**config.mk**
```make
export PLATFORM = sky130hd
export DESIGN_NAME = bldcm_commutation_sequencer
export DESIGN_NICKNAME = d
export VERILOG_FILES = /design/src/rtl/bldcm_commutation_sequencer.sv
export SDC_FILE = /design/constraint.sdc
export NUM_CORES = 1
export LEC_CHECK = 0
export CORE_MARGIN = 4
export CORE_UTILIZATION = 35
export CTS_CLUSTER_SIZE = 25
export DETAILED_ROUTE_END_ITERATION = 7
export SYNTH_ARGS = -nofsm -noshare
export SYNTH_HDL_FRONTEND = slang
export SYNTH_SLANG_ARGS = --single-unit
```
**constraint.sdc**
```tcl
create_clock -name iClock -period 5.04 [get_ports iClock]
set_input_delay 1.26 -clock iClock [delete_from_list [all_inputs] [get_ports iClock]]
set_output_delay 1.26 -clock iClock [all_outputs]
set_load 0.005 [all_outputs]
```
**src/rtl/bldcm_commutation_sequencer.sv**
```systemverilog
// bldcm_commutation_sequencer: six-step BLDC commutation with step timing and dead time
module bldcm_commutation_sequencer #(
  parameter logic [7:0] pDeadCycles = 8'd2
) (
  input  logic        iClock,
  input  logic        iReset_n,
  input  logic [31:0] iDiv,
  input  logic        iStop,
  input  logic        iReverse,
  output logic [2:0]  oPhase,
  output logic [2:0]  oHighSide,
  output logic [2:0]  oLowSide,
  output logic        oStepPulse,
  output logic        oRunning
);
  typedef enum logic {IDLE, RUN} state_t;
  state_t      state_q, state_d;
  logic [31:0] cnt_q, cnt_d, divl_q, divl_d, div_sat;
  logic [7:0]  dead_q, dead_d;
  logic [2:0]  phase_q, phase_d, hi_q, hi_d, lo_q, lo_d;
  logic        pulse_q, pulse_d, run_q, step, gates_on;
  assign oPhase     = phase_q;
  assign oHighSide  = hi_q;
  assign oLowSide   = lo_q;
  assign oStepPulse = pulse_q;
  assign oRunning   = run_q;
  // next state: stop beats step; gates come from next-state phase and dead counter so they move with oPhase
  always_comb begin
    div_sat  = (iDiv == 32'd0) ? 32'd1 : iDiv;
    step     = (state_q == RUN) && !iStop && (cnt_q == divl_q - 32'd1);
    state_d  = state_q;
    cnt_d    = cnt_q;
    divl_d   = divl_q;
    dead_d   = dead_q;
    phase_d  = phase_q;
    pulse_d  = 1'b0;
    if (state_q == IDLE) begin
      if (!iStop) begin
        state_d = RUN;
        cnt_d   = 32'd0;
        divl_d  = div_sat;
        dead_d  = pDeadCycles;
      end
    end else if (iStop) begin
      state_d = IDLE;
      cnt_d   = 32'd0;
      dead_d  = 8'd0;
    end else if (step) begin
      cnt_d   = 32'd0;
      divl_d  = div_sat;
      dead_d  = pDeadCycles;
      pulse_d = 1'b1;
      phase_d = iReverse ? ((phase_q == 3'd0) ? 3'd5 : phase_q - 3'd1)
                         : ((phase_q == 3'd5) ? 3'd0 : phase_q + 3'd1);
    end else begin
      cnt_d  = cnt_q + 32'd1;
      dead_d = (dead_q != 8'd0) ? dead_q - 8'd1 : 8'd0;
    end
    gates_on = (state_d == RUN) && (dead_d == 8'd0);
    hi_d = !gates_on ? 3'b000 :
           (phase_d <= 3'd1) ? 3'b001 :
           (phase_d <= 3'd3) ? 3'b010 : 3'b100;
    lo_d = !gates_on ? 3'b000 :
           (phase_d == 3'd0 || phase_d == 3'd5) ? 3'b010 :
           (phase_d == 3'd1 || phase_d == 3'd2) ? 3'b100 : 3'b001;
  end
  // state and registered outputs
  always_ff @(posedge iClock) begin
    if (!iReset_n) begin
      state_q <= IDLE;
      cnt_q   <= 32'd0;
      divl_q  <= 32'd1;
      dead_q  <= 8'd0;
      phase_q <= 3'd0;
      hi_q    <= 3'b000;
      lo_q    <= 3'b000;
      pulse_q <= 1'b0;
      run_q   <= 1'b0;
    end else begin
      state_q <= state_d;
      cnt_q   <= cnt_d;
      divl_q  <= divl_d;
      dead_q  <= dead_d;
      phase_q <= phase_d;
      hi_q    <= hi_d;
      lo_q    <= lo_d;
      pulse_q <= pulse_d;
      run_q   <= (state_d == RUN);
    end
  end
endmodule

```
# After elaboration in Yosys (flattened, before gate mapping)
# Cells that the tools add are included.
dict set report op_classes {
  muxes 26
  reduce_logical 16
  add_sub_neg 5
  shifts 0
  bitwise_logic 4
  mul 0
  div 0
  magnitude_cmp 2
  n_eq_ne 7
}
# op n
set op_table {}
lappend op_table {{$mux W32} 9}
lappend op_table {{$mux W8} 5}
lappend op_table {{$add A32 B1 Y32 const B} 1}
lappend op_table {{$eq A32 B32 Y1} 1}
lappend op_table {{$logic_not A32 Y1} 1}
lappend op_table {{$sub A32 B1 Y32 const B} 1}
lappend op_table {{$mux W3} 8}
lappend op_table {{$reduce_or A3 Y1} 3}
lappend op_table {{$logic_not A8 Y1} 1}
lappend op_table {{$reduce_bool A8 Y1} 1}
lappend op_table {{$sub A8 B1 Y8 const B} 1}
lappend op_table {{$eq A3 B3 Y1 const B} 2}
lappend op_table {{$logic_not A3 Y1} 2}
lappend op_table {{$ne A2 B1 Y1 const B} 2}
lappend op_table {{$not A1 Y1} 4}
lappend op_table {{$reduce_and A2 Y1} 2}
lappend op_table {{$add A3 B1 Y3 const B} 1}
lappend op_table {{$eq A3 B1 Y1 const B} 1}
lappend op_table {{$eq A3 B2 Y1 const B} 1}
lappend op_table {{$le A3 B1 Y1 const B} 1}
lappend op_table {{$le A3 B2 Y1 const B} 1}
lappend op_table {{$logic_and A1 B1 Y1} 3}
lappend op_table {{$mux W1} 3}
lappend op_table {{$sub A3 B1 Y3 const B} 1}
lappend op_table {{other kinds (3)} 4}
dict set report word_totals {
  register_bits 83
  ram_bits 0
  wordCells 70
  mem_bits_ro 0
  in_bits 36
  latch_bits 0
  n_memories 0
  out_inout_bits 11
}

# Depth between registers and ports, before layout
# Gate-level depths: netlist of the first run.
dict set report depth {
  word_depth 10
  ltp_mapped 14
  mapped_depth_nobuf 11
}

# Worst setup path after synthesis of the first run
# Ideal clock, no wire load.
dict set report synth_path {
  path_type {reg2reg}
  startpoint {register divl_q[0]}
  endpoint {register hi_q[0] (netlist: oHighSide[0])}
  slack_ns 1.287
  n_path_buf 2
  arrival_ns 3.636
  setup_time_ns 0.117
  period_less_slack_ns 3.753
  path_stages_with_launch 14
  path_cell_list {dfxtp_1 -> inv_1 -> ha_1 -> nor4b_1 -> nand4_1 -> nor4_1 -> o32ai_1 -> or4_1 -> or4_1 -> buf_2 -> or2_1 -> buf_2 -> o31a_1 -> and4bb_1}
}
dict set report synth_between {
  elab_chain_cells 9
}
# element line
set synth_rtl {}
lappend synth_rtl {{start: declaration} 18} ;# logic [31:0] cnt_q, cnt_d, divl_q, divl_d, div_sat;
lappend synth_rtl {{start signal: assignment} 82} ;# divl_q <= divl_d;
lappend synth_rtl {{$sub A32 B1 Y32 *} 30} ;# step = (state_q == RUN) && !iStop && (cnt_q == divl_q - 32'd1);
lappend synth_rtl {{$eq A32 B32 Y1 *} 30}
lappend synth_rtl {{$logic_and A1 B1 Y1 *} 30}
lappend synth_rtl {{parallel branches: the longest is 6 deep, another holds $le A3 B1 Y1} n/a}
lappend synth_rtl {{end signal: assignment} 85} ;# hi_q <= hi_d;
lappend synth_rtl {{end: declaration} 20} ;# logic [2:0] phase_q, phase_d, hi_q, hi_d, lo_q, lo_d;
# Mark *: on every way between the ends.
# A chain may end at the register's enable or synchronous reset.

# Worst setup path in the final report of the first run
dict set report layout_path {
  startpoint {register divl_q[0]}
  endpoint {register cnt_q[3]}
}
dict set report layout_between {
  elab_chain_cells 6
}
# element line
set layout_rtl {}
lappend layout_rtl {{$sub A32 B1 Y32} 30}
lappend layout_rtl {{$eq A32 B32 Y1} 30}
lappend layout_rtl {{$logic_and A1 B1 Y1} 30}
lappend layout_rtl {{$mux W32} 48} ;# end else if (step) begin
lappend layout_rtl {{$mux W32} 44} ;# end else if (iStop) begin
lappend layout_rtl {{$mux W32} 37} ;# if (state_q == IDLE) begin
lappend layout_rtl {{end signal: assignment} 81} ;# cnt_q <= cnt_d;
lappend layout_rtl {{end: declaration} 18}
# Every way passes these cells.

==> results of run 1 <==
## report_power, final
part           leakage, nW  switching (mW)  internal [mW]
logic                 1.29           0.149          0.103
clock network        0.141           0.256          0.397
registers            0.675          0.0294          0.675
total                 2.10           0.434           1.17
## critical path, delay by kind of cell (launching register included)
kind	cells	cell delay [ns]
simple gates	5	2.08
flops	1	0.35
fa+ha+maj	1	0.28
compound gates	4	1.10
buf+inv	2	0.41
## Yosys cell counts, types with 3 or more instances
cell type,instances,share of area (%)
o21ai_0,49,4.6
nand4_1,10,1.2
mux2_2,3,0.64
ha_1,5,1.2
nor4_1,25,2.9
nand3_1,51,4.8
mux2i_1,5,0.94
o21ai_1,3,0.28
buf_2,9,0.85
and2_1,4,0.47
nor2b_1,6,0.71
inv_1,12,0.85
o31a_1,3,0.49
or4_1,11,1.6
nand3b_1,4,0.56
dfxtp_1,83,31
o31ai_1,7,0.99
o41ai_1,4,0.66
a211oi_1,4,0.56
or3_1,10,1.2
and3_1,8,0.94
xor2_1,16,2.6
nor3_1,37,3.5
a21boi_0,3,0.42
xnor2_1,31,5.1
a21oi_1,66,6.2
nand2b_1,5,0.59
o21a_1,5,0.71
clkbuf_1,43,3.0
a31oi_1,8,0.94
nor2_1,40,2.8
nand4b_1,5,0.82
a41oi_1,3,0.49
nand2_1,52,3.7
buf_1,3,0.21
o211a_1,14,2.6
a311oi_1,9,1.5
o211ai_1,7,0.99
## routing by layer
metal,vias up,part of all wire [%],GRT usage (%),wire [um]
met3,33,3.6,3.86,548
met4,0,3.0,6.83,453
li1,2625,-,-,-
met5,-,0,0,0
met2,131,49,29.2,7370
met1,2530,45,21.5,6760
## layout by cell type (no fill, tap or decap), types with 11 or more instances in the layout
cell type and n:
nor4_1 25, xnor2_1 31, dfxtp_1 83, nand3_1 51, nand2_1 52, or4_1 11
a21oi_1 66, o21ai_0 49, nor3_1 37, inv_1 11, clkdlybuf4s50_1 46, xor2_1 16
o211a_1 14, nor2_1 40
## final cells by class
type,count,area [sq um],share of cell area (%)
multi-input cells,546,3380,55.0
inverters,13,48.8,0.794
clock inverters,2,35.0,0.570
well taps,184,230,3.74
flip-flops and latches,83,1660,27.0
repair buffers,56,536,8.71
clock buffers,14,254,4.13
## final timing paths
check	cells past startpoint	from	to
max	12	divl_q[0]	cnt_q[3]
min	2	divl_q[17]	divl_q[17]
max reg2reg	12	divl_q[0]	cnt_q[3]
min reg2reg	2	divl_q[17]	divl_q[17]
## kinds of logic after synthesis
group | after synthesis
AO/OA/AOI/OAI | 205
XOR/XNOR | 47
adder cells (fa/ha/maj) | 5
buffers and inverters | 69
flip-flops | 83
multiplexers | 8
AND/OR/NAND/NOR | 281
## sequential cells by signal, indices dropped and copies added (netlist names)
signal	flops
oHighSide	3
oLowSide	3
oStepPulse	1
oPhase	3
cnt_q	32
dead_q	8
oRunning	1
divl_q	32
==> results.txt, run 1 <==
The mux contribution to synthesized area came out at 1.58%. The worst hold path belongs to the class reg -> reg. The last weighted congestion value of the routability-driven placer is 0.975. STA classifies the critical path endpoint as a flop. The post-CTS resize count is 0. The count of cell types in the netlist is 66. In this run, the number of DRC markers left after iteration 0 of detailed routing was 632.

The detailed placement HPWL is 11.0 mm. Clock skew on the completed layout was measured at 0.0102 ns. The initial antenna violation count came out at 0. The relative area change from synthesis to final layout is 15.6%.

The via count of the first global-routing pass came to 5024. Setup repair after global routing left no endpoint under its margin. The y dimension of the die is 131 um. Once layout is complete, the cells apart from fillers number 898. The leakage power summed over all cells is 2.10 nW. The area of the core is 0.0147 sq mm. The fraction of layout instances using a drive strength above 1 is 4.90%.

The cell area after synthesis came out at 0.00532 sq mm. The slowest stage of the critical path is the or4b_2 cell. The run finished with clean final reports. Yosys printed 0 warnings.

The number of pins with negative max-slew slack in the final report was 0. During placement, the flow inserted port buffers numbering 46. After synthesis, the largest family of logic cells by area is simple AND/OR/NAND/NOR gates. The fmax came out at 227 MHz.

The cell area after layout came out at 0.00615 sq mm. Total power for the finished layout comes to 1.61 mW. The number of setup violations in the final report is 0. The remaining global-route overflow came out at 0. The prevailing post-synth register cell is dfxtp_1. The signal on the critical path passes through inv_1, ha_1, or4b_2, or4_1, or4b_1, a211o_1, nand2_1, nand3_1, o21a_1, buf_4, a41oi_1, a311oi_1. The overall die width is 131 um. After detailed routing, the number of vias per cell comes to 5.92.

The total power divided by cell area is 262 mW/mm^2. Yosys mapped a number of flops with a built-in enable equal to 0. The final net count came out at 750. The count of H-tree levels built during CTS is 3. Entering global routing, the biggest net connects 68 pins. The sequential-to-total area share from yosys stat is 31.2%. The highest cell delay on the worst timing path is 0.70 ns. The data arrival at the endpoint of the critical path came out at 4.58 ns.

Summing all placed instances gives a cell area of 0.00586 sq mm. Of the total synthesized cell area, the portion taken by full adders, half adders and majority gates is 1.18%. The detail route stage leaves a number of antenna-violating nets equal to 0.

The final critical path takes up 87.5% of the cycle. The worst setup slack for register-to-register paths is 0.63 ns. The worst setup path is launched from a flop.

The number of sinks driven by the clock tree came out at 83. The effective utilization at floorplan is 36.2%. The number of hold buffers added after CTS was 0. Once layout is complete, the utilization of the core stands at 41.8%. In the global route stage, overall resource usage came out at 17.3%. The tree is rooted in a clkbuf_16. The floorplan step defined a die boundary enclosing 0.0172 sq mm. The vias after detailed routing came out at 5319. The wire length reported by the detailed router came out at 15.1 mm. The relative slew slack came out at 17.3%.

The peak fanout along the critical path came out at 23. The clock-pin slew on the worst setup and hold paths came out at 0.06 ns. The routed wire length per instance is 16.9 um.

The worst hold slack is 0.515 ns. The total iterations of the first detailed-routing run is 5. The antenna cell count came out at 0. The type of the worst setup path is reg -> reg. For this run, asynchronously set or reset flops after synthesis account for 0%.

The final critical-path setup slack is 0.631 ns. In this run, placement finished with an instance count of 882. No sink is reached through more buffers than the 2 on the longest clock path. TritonCTS built the clock tree. The remaining design rule violation count is 0. The number of buffers created by CTS came out at 9. The post-synthesis net count came out at 739. The worst supply voltage drop on vdd is 0.164 mV. Of the total synthesized cell area, the portion taken by AND, OR, NAND and NOR gates is 28.1%. The measured slew at the worst slew-check pin is 1.24 ns. Of the total synthesized cell area, the portion taken by XOR and XNOR cells is 7.74%. For the worst-skew pair, the clock arrives at the later sink with an insertion delay of 0.35 ns. After clock tree synthesis, the setup repair step added 0 buffers. The number of max-cap violations is 0.

Data on the critical path is required at its endpoint by 5.21 ns. The time the worst path needs with I/O delays and setup is 4.41 ns. The instance count of the mapped netlist is 698. The total of fill cells in the finished design came out at 1443. The number of top-level design ports came out at 47. The number of hold violations in the final report was 0. The number of rows in the core area is 44. The post-route setup TNS came out at 0 ns. The average size of a mapped cell came out at 7.62 sq um. The worst setup timing slack at the placement stage is 0.671 ns. The synthesized netlist devotes 24.9% of its cell area to compound gates. The wire length of the first global-routing pass came out at 25.0 mm. The number of register bits inferred by synthesis is 83.
No activity file was read; power rests on OpenSTA's default activity.
==> run 2, diff against run 1 <==
- CTS_CLUSTER_DIAMETER: default -> 200
- clock period: 5.04 -> 3.9 ns (I/O delays scaled with it)
==> run 2 against run 1 <==
Effect of this change: total power rose by 34%; cell count up 4.3%; routed wire length up 2.8%; clock skew increased by 0.0030 ns; cell area grew 6.5%; core utilization increased by 2.7 points; flip-flop and latch count unchanged; sequential power is 28% higher; non-clock buffer count is 39 higher; clock power rose by 33%; critical path depth shrank 3; clock-buffer cell count fell by 1.
==> results.txt, run 2 (same netlist as run 1, synthesis figures left out) <==
The number of buffers inserted for hold repair after clock tree synthesis is 0. The remaining global-route overflow is 0. The first global-routing pass estimated 25.1 mm of wire.

The initial antenna violation count was 0. The library cell used as clock root buffer is clkbuf_16. The leakage power summed over all cells is 2.33 nW.

The kind of capture point of the worst setup path is a flop. The number of top-level design ports came out at 47. The congestion estimate from routability-driven global placement came to 0.955. Leaving out fill and tap cells, the most frequent cells in the layout are dfxtp_1, a21oi_1, nand2_1. The number of buffers between clock root and the deepest sink is 2.

The worst setup path is launched from a flop. The fmax is 268 MHz. The y dimension of the die is 131 um. Per report_power, the sequential group accounts for 41.8% of the total. In this design, the stage delay of the slowest critical-path cell is 0.59 ns. For this design, the slowest cell found on the critical path is or4_4. The net switching power of the design is 0.591 mW.

The total cell area at the placement stage is 0.00614 sq mm. The pin count of the biggest net entering global routing came out at 68. After detailed routing, the number of remaining DRC violations is 0. The number of design-rule violations left by the first detailed-router iteration is 489. The vias after detailed routing came out at 5457. The floorplan die area is 0.0172 sq mm. The number of standard cells in the final layout excluding fillers came out at 937. The via count of the first global-routing pass is 4985. The number of hold violations in the final report came to 0.

The clock arrives with 0.0131 ns of skew. The proportion of power drawn by combinational gates is 17.9%. The quantity of I/O buffers inserted on ports came out at 46. Data arrives at the worst endpoint at 3.97 ns. In this run the worst path has a maximum fanout of 8. The number of pins with negative max-slew slack in the final report is 0. The smallest clock period supported by the final layout is computed as 3.74 ns. The internal power consumption is 1.56 mW.

The number of sinks driven by the clock tree came out at 83. The worst hold path belongs to the class reg -> reg. The relative area change from synthesis to final layout came out at 23.1%. The clock-pin slew on the worst setup and hold paths is 0.06 ns. The worst setup slack for register-to-register paths is 0.16 ns. The number of setup violations in the final report is 0. Traced cell by cell, the critical path runs through or4_4, or2_4, nor4_4, xnor2_1, or4_1, or4_4, or2_1, o31a_1, and4bb_1.

TritonCTS built the clock tree. Following the worst setup path forward leads to its endpoint at oHighSide[0]. The clock power share is 40.2%. The count of cells along the worst register-to-register path is 9.

The post-route total power came out at 2.15 mW. The final net count is 789. The total track usage came out at 17.4%. In this run the power density over the cells is 329 mW/mm^2. Leaving out fill and tap cells, the most frequent cell in the layout is dfxtp_1. The detailed placement HPWL is 11.4 mm.

The critical path in this run is classified as reg -> reg. Timing analysis after detailed placement gives a worst setup slack of 0.00443 ns. The area occupied by multi-input gates is 0.00345 sq mm. After routing, the total negative slack on setup checks comes to 0 ns. The total of fill cells in the finished design is 1453. After layout, the worst path uses 95.8% of the clock period. Summed over all layers, the routed wires come to 15.6 mm.

The overall die width is 131 um. After floorplanning, the core was sized to cover 0.0147 sq mm. The flow ran to the end, and the final reports show no timing, DRC or antenna violations.

The initialized floorplan defines 44 standard-cell rows. The measured slew at the worst slew-check pin is 0.734 ns. The worst supply voltage drop on vdd came out at 0.155 mV. The share of the core filled with cells in the final layout came out at 44.5%. In the final layout, the registers with the most flip-flops are cnt_q x32, divl_q x32, dead_q x8.

The most critical setup path has its startpoint at divl_q[14]. The switching share of power came out at 27.5%. The sequential cell area in the final layout is 0.00166 sq mm. The worst register-to-register path ends at oHighSide[0].

The routed wire length per instance came out at 16.6 um. The worst pin sits at a relative slew slack of 51.1%. The post-route antenna net violation count is 0. The number of antenna diodes in the final layout is 0. The post-detailed-route via-to-cell ratio is 5.82.

The effective utilization at floorplan came out at 36.2%. The number of buffers created by CTS is 9. The data required time of the worst path is 4.13 ns. The final critical-path setup slack came out at 0.162 ns. The beginning of the worst register-to-register path is divl_q[14].

The number of max-cap violations came out at 0. CTS built an H-tree with a depth of 3. Final hold analysis gives a worst-case slack of 0.507 ns.

Counting stages on the worst path, the most repeated cell is or4_4. The fraction of layout instances using a drive strength above 1 came out at 11.4%. The clock insertion delay at the later pin of the skew report came out at 0.35 ns. The total iterations of the first detailed-routing run is 7. Once layout is done, the placed cells without fillers occupy 0.00655 sq mm. The number of cells after detailed placement is 918.
[run 2: cell types whose count changed in the layout (fill, tap and decap cells not counted), sizes merged]
cell,previous run,this run
clkbuf,14,13
buf,10,49
clkinv,2,3
[run 2: repair_timing]
action	4_1_cts	5_1_grt
buffers inserted	0	3
resized for setup	1	15
pin swaps	0	3
cloned	0	0
hold endpoints to repair	0	0
endpoints found under the setup margin	1	64
[run 2: layout make-up]
cell class | instances | share of cell area (%)
tap | 184 | 3.52
timing repair buffer | 95 | 13.1
multi-input combinational | 546 | 52.6
clock buffer | 13 | 3.82
sequential | 83 | 25.4
clock inverter | 3 | 0.726
inverter | 13 | 0.745
[run 2: critical path, delay by kind of cell, from the launching register on]
| kind | cells | cell delay (ns) |
|---|---|---|
| AO/OA/AOI/OAI | 1 | 0.35 |
| flip-flops | 1 | 0.31 |
| AND/OR/NAND/NOR | 7 | 2.84 |
| XOR/XNOR | 1 | 0.12 |
[run 2: power groups by stage]
| stage | logic, mW | clock network, mW | registers, mW |
|---|---|---|---|
| global placement | 0.367 | 0 | 0.916 |
| finish | 0.386 | 0.866 | 0.900 |
| CTS | 0.373 | 0.887 | 0.898 |
| global route | 0.425 | 0.915 | 0.904 |
| floorplan | 0.230 | 0 | 0.911 |
| detailed placement | 0.370 | 0 | 0.917 |
[run 2: how the worst min path moves through the flow]
stage,cells past startpoint,end,from
global placement,2,divl_q[31],divl_q[31]
detailed placement,2,cnt_q[31],cnt_q[31]
finish,2,cnt_q[31],cnt_q[31]
floorplan,2,divl_q[31],divl_q[31]
global route,2,cnt_q[31],cnt_q[31]
CTS,2,cnt_q[31],cnt_q[31]
[run 2: routing by layer]
layer | global-route usage, % | part of all wire [%] | routed length [um]
met1 | 22.6 | 45 | 6930
met2 | 29.0 | 49 | 7600
met3 | 2.33 | 3.7 | 569
met4 | 7.76 | 2.9 | 452
met5 | 0 | 0 | 0
